--- config.mk ---
export PLATFORM = sky130hd
export DESIGN_NAME = updown_cnt_ctrl
export DESIGN_NICKNAME = d
export VERILOG_FILES = /design/src/rtl/updown_cnt_ctrl.sv
export SDC_FILE = /design/constraint.sdc
export NUM_CORES = 1
export LEC_CHECK = 0
export CAP_MARGIN = 15
export CORE_UTILIZATION = 58
export DETAILED_ROUTE_END_ITERATION = 7
export GPL_TIMING_DRIVEN = 0
export PLACE_DENSITY_LB_ADDON = 0.3
export SLEW_MARGIN = 5
export SYNTH_ARGS = -nofsm -noshare
export SYNTH_HDL_FRONTEND = slang
export SYNTH_SLANG_ARGS = --single-unit
--- constraint.sdc ---
create_clock -name clk_i -period 3.5 [get_ports clk_i]
set_clock_uncertainty 0.1 [all_clocks]
set_input_delay 0.7 -clock clk_i [delete_from_list [all_inputs] [get_ports clk_i]]
set_output_delay 0.7 -clock clk_i [all_outputs]
set_load 0.1 [all_outputs]
--- src/rtl/updown_cnt_ctrl.sv ---
// Purpose : up/down/ping-pong sweep sequencer wrapping a W-bit count register; optional feature macro UDC_PAUSE_EN.
// Latency : start edge shows the first bound on cnt_o; done_o pulses one edge after the final terminal value.
// Backpress: start_i is ignored while busy_o; abort_i ends a sweep early; pause_i freezes it when UDC_PAUSE_EN.
module updown_cnt_ctrl #(
  parameter int W  = 4,
  parameter int PW = 8
) (
  input  logic          clk_i,
  input  logic          rst_i,
  input  logic          start_i,
  input  logic [1:0]    mode_i,
  input  logic [W-1:0]  lo_i,
  input  logic [W-1:0]  hi_i,
  input  logic [PW-1:0] passes_i,
  input  logic          abort_i,
  input  logic          pause_i,
  output logic [W-1:0]  cnt_o,
  output logic          sel_o,
  output logic          busy_o,
  output logic          done_o,
  output logic          err_o,
  output logic [PW-1:0] pass_cnt_o
);

  typedef enum logic {
    IDLE = 1'b0,
    RUN  = 1'b1
  } state_t;

  localparam logic [1:0] MODE_UP   = 2'd0;
  localparam logic [1:0] MODE_DOWN = 2'd1;
  localparam logic [1:0] MODE_PP   = 2'd2;
  localparam logic [1:0] MODE_BAD  = 2'd3;

  state_t        state;
  logic [1:0]    mode_q;
  logic [W-1:0]  lo_q;
  logic [W-1:0]  hi_q;
  logic [PW-1:0] passes_q;

  logic          cfg_bad;
  logic          flat;
  logic          at_term;
  logic [PW-1:0] pass_inc;
  logic          last_pass;
  logic          pause_act;

`ifdef UDC_PAUSE_EN
  assign pause_act = pause_i;
`else
  // Pause is compiled out; the port stays so the pinout is build-independent.
  logic unused_pause;
  assign unused_pause = pause_i;
  assign pause_act    = 1'b0;
`endif

  // A start request with an illegal mode, inverted bounds or zero passes is rejected.
  assign cfg_bad   = (mode_i == MODE_BAD) || (lo_i > hi_i) || (passes_i == '0);
  assign flat      = (lo_q == hi_q);
  assign pass_inc  = pass_cnt_o + PW'(1);
  assign last_pass = (pass_inc == passes_q);

  // Terminal detection: a degenerate range completes a pass every cycle, otherwise per mode.
  always_comb begin
    at_term = 1'b0;
    if (flat) begin
      at_term = 1'b1;
    end else begin
      case (mode_q)
        MODE_UP:   at_term = (cnt_o == hi_q);
        MODE_DOWN: at_term = (cnt_o == lo_q);
        default:   at_term = (cnt_o == lo_q) && !sel_o;
      endcase
    end
  end

  // Sequencer: start capture, stepping, pass accounting, abort/pause and the pulse outputs.
  always_ff @(posedge clk_i) begin
    done_o <= 1'b0;
    err_o  <= 1'b0;
    if (rst_i) begin
      state      <= IDLE;
      mode_q     <= MODE_UP;
      lo_q       <= '0;
      hi_q       <= '0;
      passes_q   <= '0;
      cnt_o      <= '0;
      sel_o      <= 1'b1;
      busy_o     <= 1'b0;
      done_o     <= 1'b0;
      err_o      <= 1'b0;
      pass_cnt_o <= '0;
    end else begin
      case (state)
        IDLE: begin
          if (start_i) begin
            if (cfg_bad) begin
              err_o <= 1'b1;
            end else begin
              mode_q     <= mode_i;
              lo_q       <= lo_i;
              hi_q       <= hi_i;
              passes_q   <= passes_i;
              pass_cnt_o <= '0;
              busy_o     <= 1'b1;
              state      <= RUN;
              if (mode_i == MODE_DOWN) begin
                cnt_o <= hi_i;
                sel_o <= 1'b0;
              end else begin
                cnt_o <= lo_i;
                sel_o <= 1'b1;
              end
            end
          end
        end

        RUN: begin
          if (abort_i) begin
            // Everything visible holds so the host can see where the sweep stopped.
            state  <= IDLE;
            busy_o <= 1'b0;
          end else if (!pause_act) begin
            if (at_term) begin
              pass_cnt_o <= pass_inc;
              if (last_pass) begin
                state  <= IDLE;
                busy_o <= 1'b0;
                done_o <= 1'b1;
              end else if (!flat) begin
                case (mode_q)
                  MODE_DOWN: cnt_o <= hi_q;
                  MODE_PP: begin
                    // The terminal lo doubles as the start of the next pass.
                    cnt_o <= lo_q + W'(1);
                    sel_o <= 1'b1;
                  end
                  default:   cnt_o <= lo_q;
                endcase
              end
            end else if (sel_o && (cnt_o == hi_q)) begin
              // Only ping-pong reaches hi without terminating: turn around.
              cnt_o <= hi_q - W'(1);
              sel_o <= 1'b0;
            end else if (sel_o) begin
              cnt_o <= cnt_o + W'(1);
            end else begin
              cnt_o <= cnt_o - W'(1);
            end
          end
        end

        default: begin
          state  <= IDLE;
          busy_o <= 1'b0;
        end
      endcase
    end
  end

endmodule

# Word level (Yosys, flattened, before mapping)
# Cells that the tools add are included.
# W data, S select, Z words.
# totals
register_bits	35
latchBits	0
ram_bits	0
mem_bits_ro	0
wordCells	95
mem_count	0
# classes
add_sub_neg	5
mul	0
n_div	0
n_lt_le_gt_ge	1
n_eq_ne	18
shifts	0
muxes	42
n_bitwise	4
reduce_logical	14
# op_table
cell	n
$mux W4	9
$mux W8	4
$mux W1	22
$pmux W4 S2	2
$pmux W8 S2	1
$eq A4 B4 Y1	3
$ne A3 B2 Y1 const B	3
$add A4 B1 Y4 const B	2
$add A8 B1 Y8 const B	1
$eq A8 B8 Y1	1
$logic_not A8 Y1	1
$pmux W1 S2	4
$reduce_and A4 Y1	2
$sub A4 B1 Y4 const B	2
$reduce_and A7 Y1	1
$ne A2 B2 Y1 const B	3
$ne A3 B3 Y1 const B	2
$reduce_and A5 Y1	1
$eq A2 B1 Y1 const B	2
$eq A2 B2 Y1 const B	2
$gt A4 B4 Y1	1
$not A1 Y1	4
$reduce_or A4 Y1	1
$ne A3 B1 Y1 const B	1
other kinds (7)	9

# Longest topological paths before layout
# logic_depth
ltp_word	7
ltp_mapped	9
ltp_nobuf	8

# Worst setup path before layout
# No wires, ideal clock.
# synth_timing
path_kind	reg-to-reg
start	register sel_o
end	register cnt_o[3]
t_arrival_ns	2.589
t_required_ns	3.271
setup_slack_ns	0.681
path_stages_with_launch	9
n_path_buf	0
period_less_slack_ns	2.819
path_cell_list	dfxtp_1 inv_1 ha_1 a21o_1 a21oi_1 xor2_1 a211o_1 o211ai_1 o41ai_1
# synth_between
elab_chain_cells	7
word_cells_on_any_way	13
classes_between	eq/ne: 2; mux: 7; reduce/logical: 4
# synth_rtl
item	line_no	source
from (decl)	18	output logic sel_o,
from (signal assigned)	88	sel_o <= 1'b1;
from (signal assigned)	109	sel_o <= 1'b0;
from (signal assigned)	112	sel_o <= 1'b1;
$logic_not A1 Y1	72	default: at_term = (cnt_o == lo_q) && !sel_o;
$logic_and A1 B1 Y1	72	
$pmux W1 S2	69	case (mode_q)
$mux W1	66	if (flat) begin
$mux W4	124	if (at_term) begin
$mux W4	119	if (abort_i) begin
$pmux W4 S2	94	case (state)
to (signal assigned)	108	cnt_o <= hi_i;
to (signal assigned)	132	MODE_DOWN: cnt_o <= hi_q;
to (signal assigned)	135	cnt_o <= lo_q + W'(1);
to (decl)	17	output logic [W-1:0] cnt_o,
# Parallel ways exist; a longest one is shown, timed or not. The select of a mux whose other input is x is not followed.
# A chain may end at the register's enable or synchronous reset.

# Final worst setup path
# layout_timing
start	input port hi_i[3]
end	register passes_q[1]
# layout_between
elab_chain_cells	5
# layout_rtl
item	line_no	source
from (decl)	13	input logic [W-1:0] hi_i,
$gt A4 B4 Y1	58	assign cfg_bad = (mode_i == MODE_BAD) || (lo_i > hi_i) || (passes_i == '0);
$logic_or A1 B1 Y1 (2 in a row)	58	
$not A1 Y1 (no line)	n/a	
$reduce_and A3 Y1 (no line)	n/a	
to (signal assigned)	103	passes_q <= passes_i;
to (decl)	39	logic [PW-1:0] passes_q;
# No other way between the ends.

==> impl_metrics.toml <==
[sta]
relSlewSlack = 0.348
tns_ns = 0
fmax_mhz = 324
grt_setup_unrepaired = "false"
final_hold_viol_count = 0
maxSlewViolCount = 0
tightest_slew_ns = 0.976
fin_ws_ns = 0.414
fin_crit_sh = 0.882
min_period_ns = 3.09
finalSetupViolCount = 0
worst_hold_slack_ns = 0.431

[synthesis]
yosysWarnings = 0
syn_area_um2 = 2460
synthMostInstantiatedCell = "dfxtp_1"
synthArstFlopShare = 0
netlist.area_leader.share = 0.285
synth_edf_count = 0
synth_area_leader_cell = "dfxtp_1"
synthCells = 305
ys.flop_type = "dfxtp_1"
synth-seq-cells = 35
synth_area_leaders = "dfxtp_1 (29%), ha_1 (6.1%), mux2i_1 (6.1%)"
synth_area_per_cell_um2 = 8.06
ys_seq_area_frac = 0.285
ys_types = 53
synth_nets = 341
ys_top_cells_by_count = "dfxtp_1 (35), nor2_1 (33), a21oi_1 (27)"

[drt]
vias = 2477
drt.antenna.violating_nets = 0
routed_wl_um = 6530
dr.pass1.iters = 5
drc = 0
wire_per_inst_um = 16.3
viasPerCell = 6.19
drtIter0Drc = 238

[final_layout]
drive_gt1_frac = 0.0543
multi_input_area_um2 = 1620
seqCellArea_um2 = 701
area_delta_synth_final_pct = 21.4
final_nets = 385
diodes = 0
final_util = 0.740
fillers = 325
design_area_um2 = 2980

[die]
rows = 23
start_util = 0.610
die_h_um = 67.1
io_pins = 39
die_w_um = 67.1
die-area_um2 = 4500
core_um2 = 4030

[global_route]
antenna_found_initial = 0
grt_max_degree = 14
grt-ovfl-total = 0
grt_pass1_wl_um = 10600
grt_usage = 0.318
grt_pass1_vias = 2311

[cts]
clockRootBuffer = "clkbuf_8"
clk_latency_ns = 0.30
clk_pin_slew_ns = 0.08
clock-sinks = 35
cts_tree = "built"
cts.repair.resized = 0
post_cts_buffers = 0
cts_max_level = 2
cts_max_path_buffers = 2
cts_hold_buf = 0
cts_buffers = 5

[setup_path]
r2r_setup_slack_ns = 1.01
worstPathRequired_ns = 3.58
crit_start = "hi_i[3]"
path_max_fanout = 10
endpoint_kind = "flip-flop"
worstPathArrival_ns = 3.16
critPathLaunchType = "primary input"
r2r-start = "pass_cnt_o[0]"
critPathKind = "primary input to flip-flop"

[placement]
dp_hpwl_um = 4930
port_buffers = 37
pre_cts_ws_ns = 0.224
gp_congestion = 0.952
placedInstanceArea_um2 = 2890

[power_and_ir_drop]
p_leak_nw = 1.16
vdd_ir_drop_max_uv = 242
powerDensity_nw_per_um2 = 404

[worst_hold_path]
hold_path.class = "flip-flop to flip-flop"
hp-start = "passes_q[0]"

[run]
drv_cap = 0

[status]
status = "completed"
==> final cells by class <==
| class | count | share of cell area |
|---|---|---|
| repair buffers | 37 | 0.124 |
| inverters | 13 | 0.0164 |
| flip-flops and latches | 35 | 0.235 |
| clock inverters | 3 | 0.00797 |
| well taps | 50 | 0.0210 |
| multi-input cells | 240 | 0.544 |
| clock buffers | 5 | 0.0231 |
| plain buffers | 17 | 0.0281 |
==> per-stage QoR <==
stage / instances / power [mW]
after global placement: 392 / 0.878
final: 400 / 1.20
after CTS: 400 / 1.20
after global routing: 400 / 1.26
after floorplan: 305 / 0.771
after detailed placement: 392 / 0.889
==> cell families after synthesis <==
kind of cell    share of synthesized area
simple gates                        0.219
compound gates                      0.226
flops                               0.285
xor+xnor                           0.0855
buf+inv                            0.0540
fa+ha+maj                          0.0692
mux                                0.0611
==> placed cells by master (no fill, tap or decap), drive strengths merged, types with 3 or more instances in the layout <==
cell type	count
a211oi	3
a21oi	27
a22oi	3
a31oi	5
and3	5
buf	5
clkbuf	17
clkdlybuf4s50	37
dfxtp	35
ha	12
inv	14
mux2i	15
nand2	17
nand2b	5
nand3	5
nand3b	4
nand4	3
nor2	33
nor2b	5
nor3	10
nor4	3
o211ai	7
o21ai	18
xnor2	13
xor2	11
==> worst max-delay path, stage by stage <==
cell and delay, ns:
clkdlybuf4s50_1 0.50, inv_1 0.07, ha_1 0.31, nand2_1 0.08
o2bb2ai_1 0.65, and2_1 0.24, buf_2 0.30, mux2i_1 0.24
nor2_1 0.06
==> power by group <==
part	internal (mW)	leakage, nW	switching [mW]
Sequential	0.421	0.285	0.0332
Combinational	0.166	0.837	0.268
Clock	0.142	0.0408	0.174
==> sequential cells by signal (all words and copies together), names as in the netlist <==
name / count
busy_o: 1
cnt_o: 4
done_o: 1
err_o: 1
hi_q: 4
lo_q: 4
mode_q: 2
pass_cnt_o: 8
passes_q: 8
sel_o: 1
state: 1
==> worst paths after layout <==
check	cells past startpoint	end
max	9	passes_q[1]
min	2	passes_q[0]
max reg2reg	7	cnt_o[2]
min reg2reg	2	passes_q[0]
==> layer usage <==
layer	up-vias	routed length, µm	track usage
met5	-	0	0
met4	0	138	0.162
met3	15	442	0.0531
met2	95	3050	0.485
met1	1167	2890	0.422
li1	1200	-	-
Power figures use the tool's default switching activity.
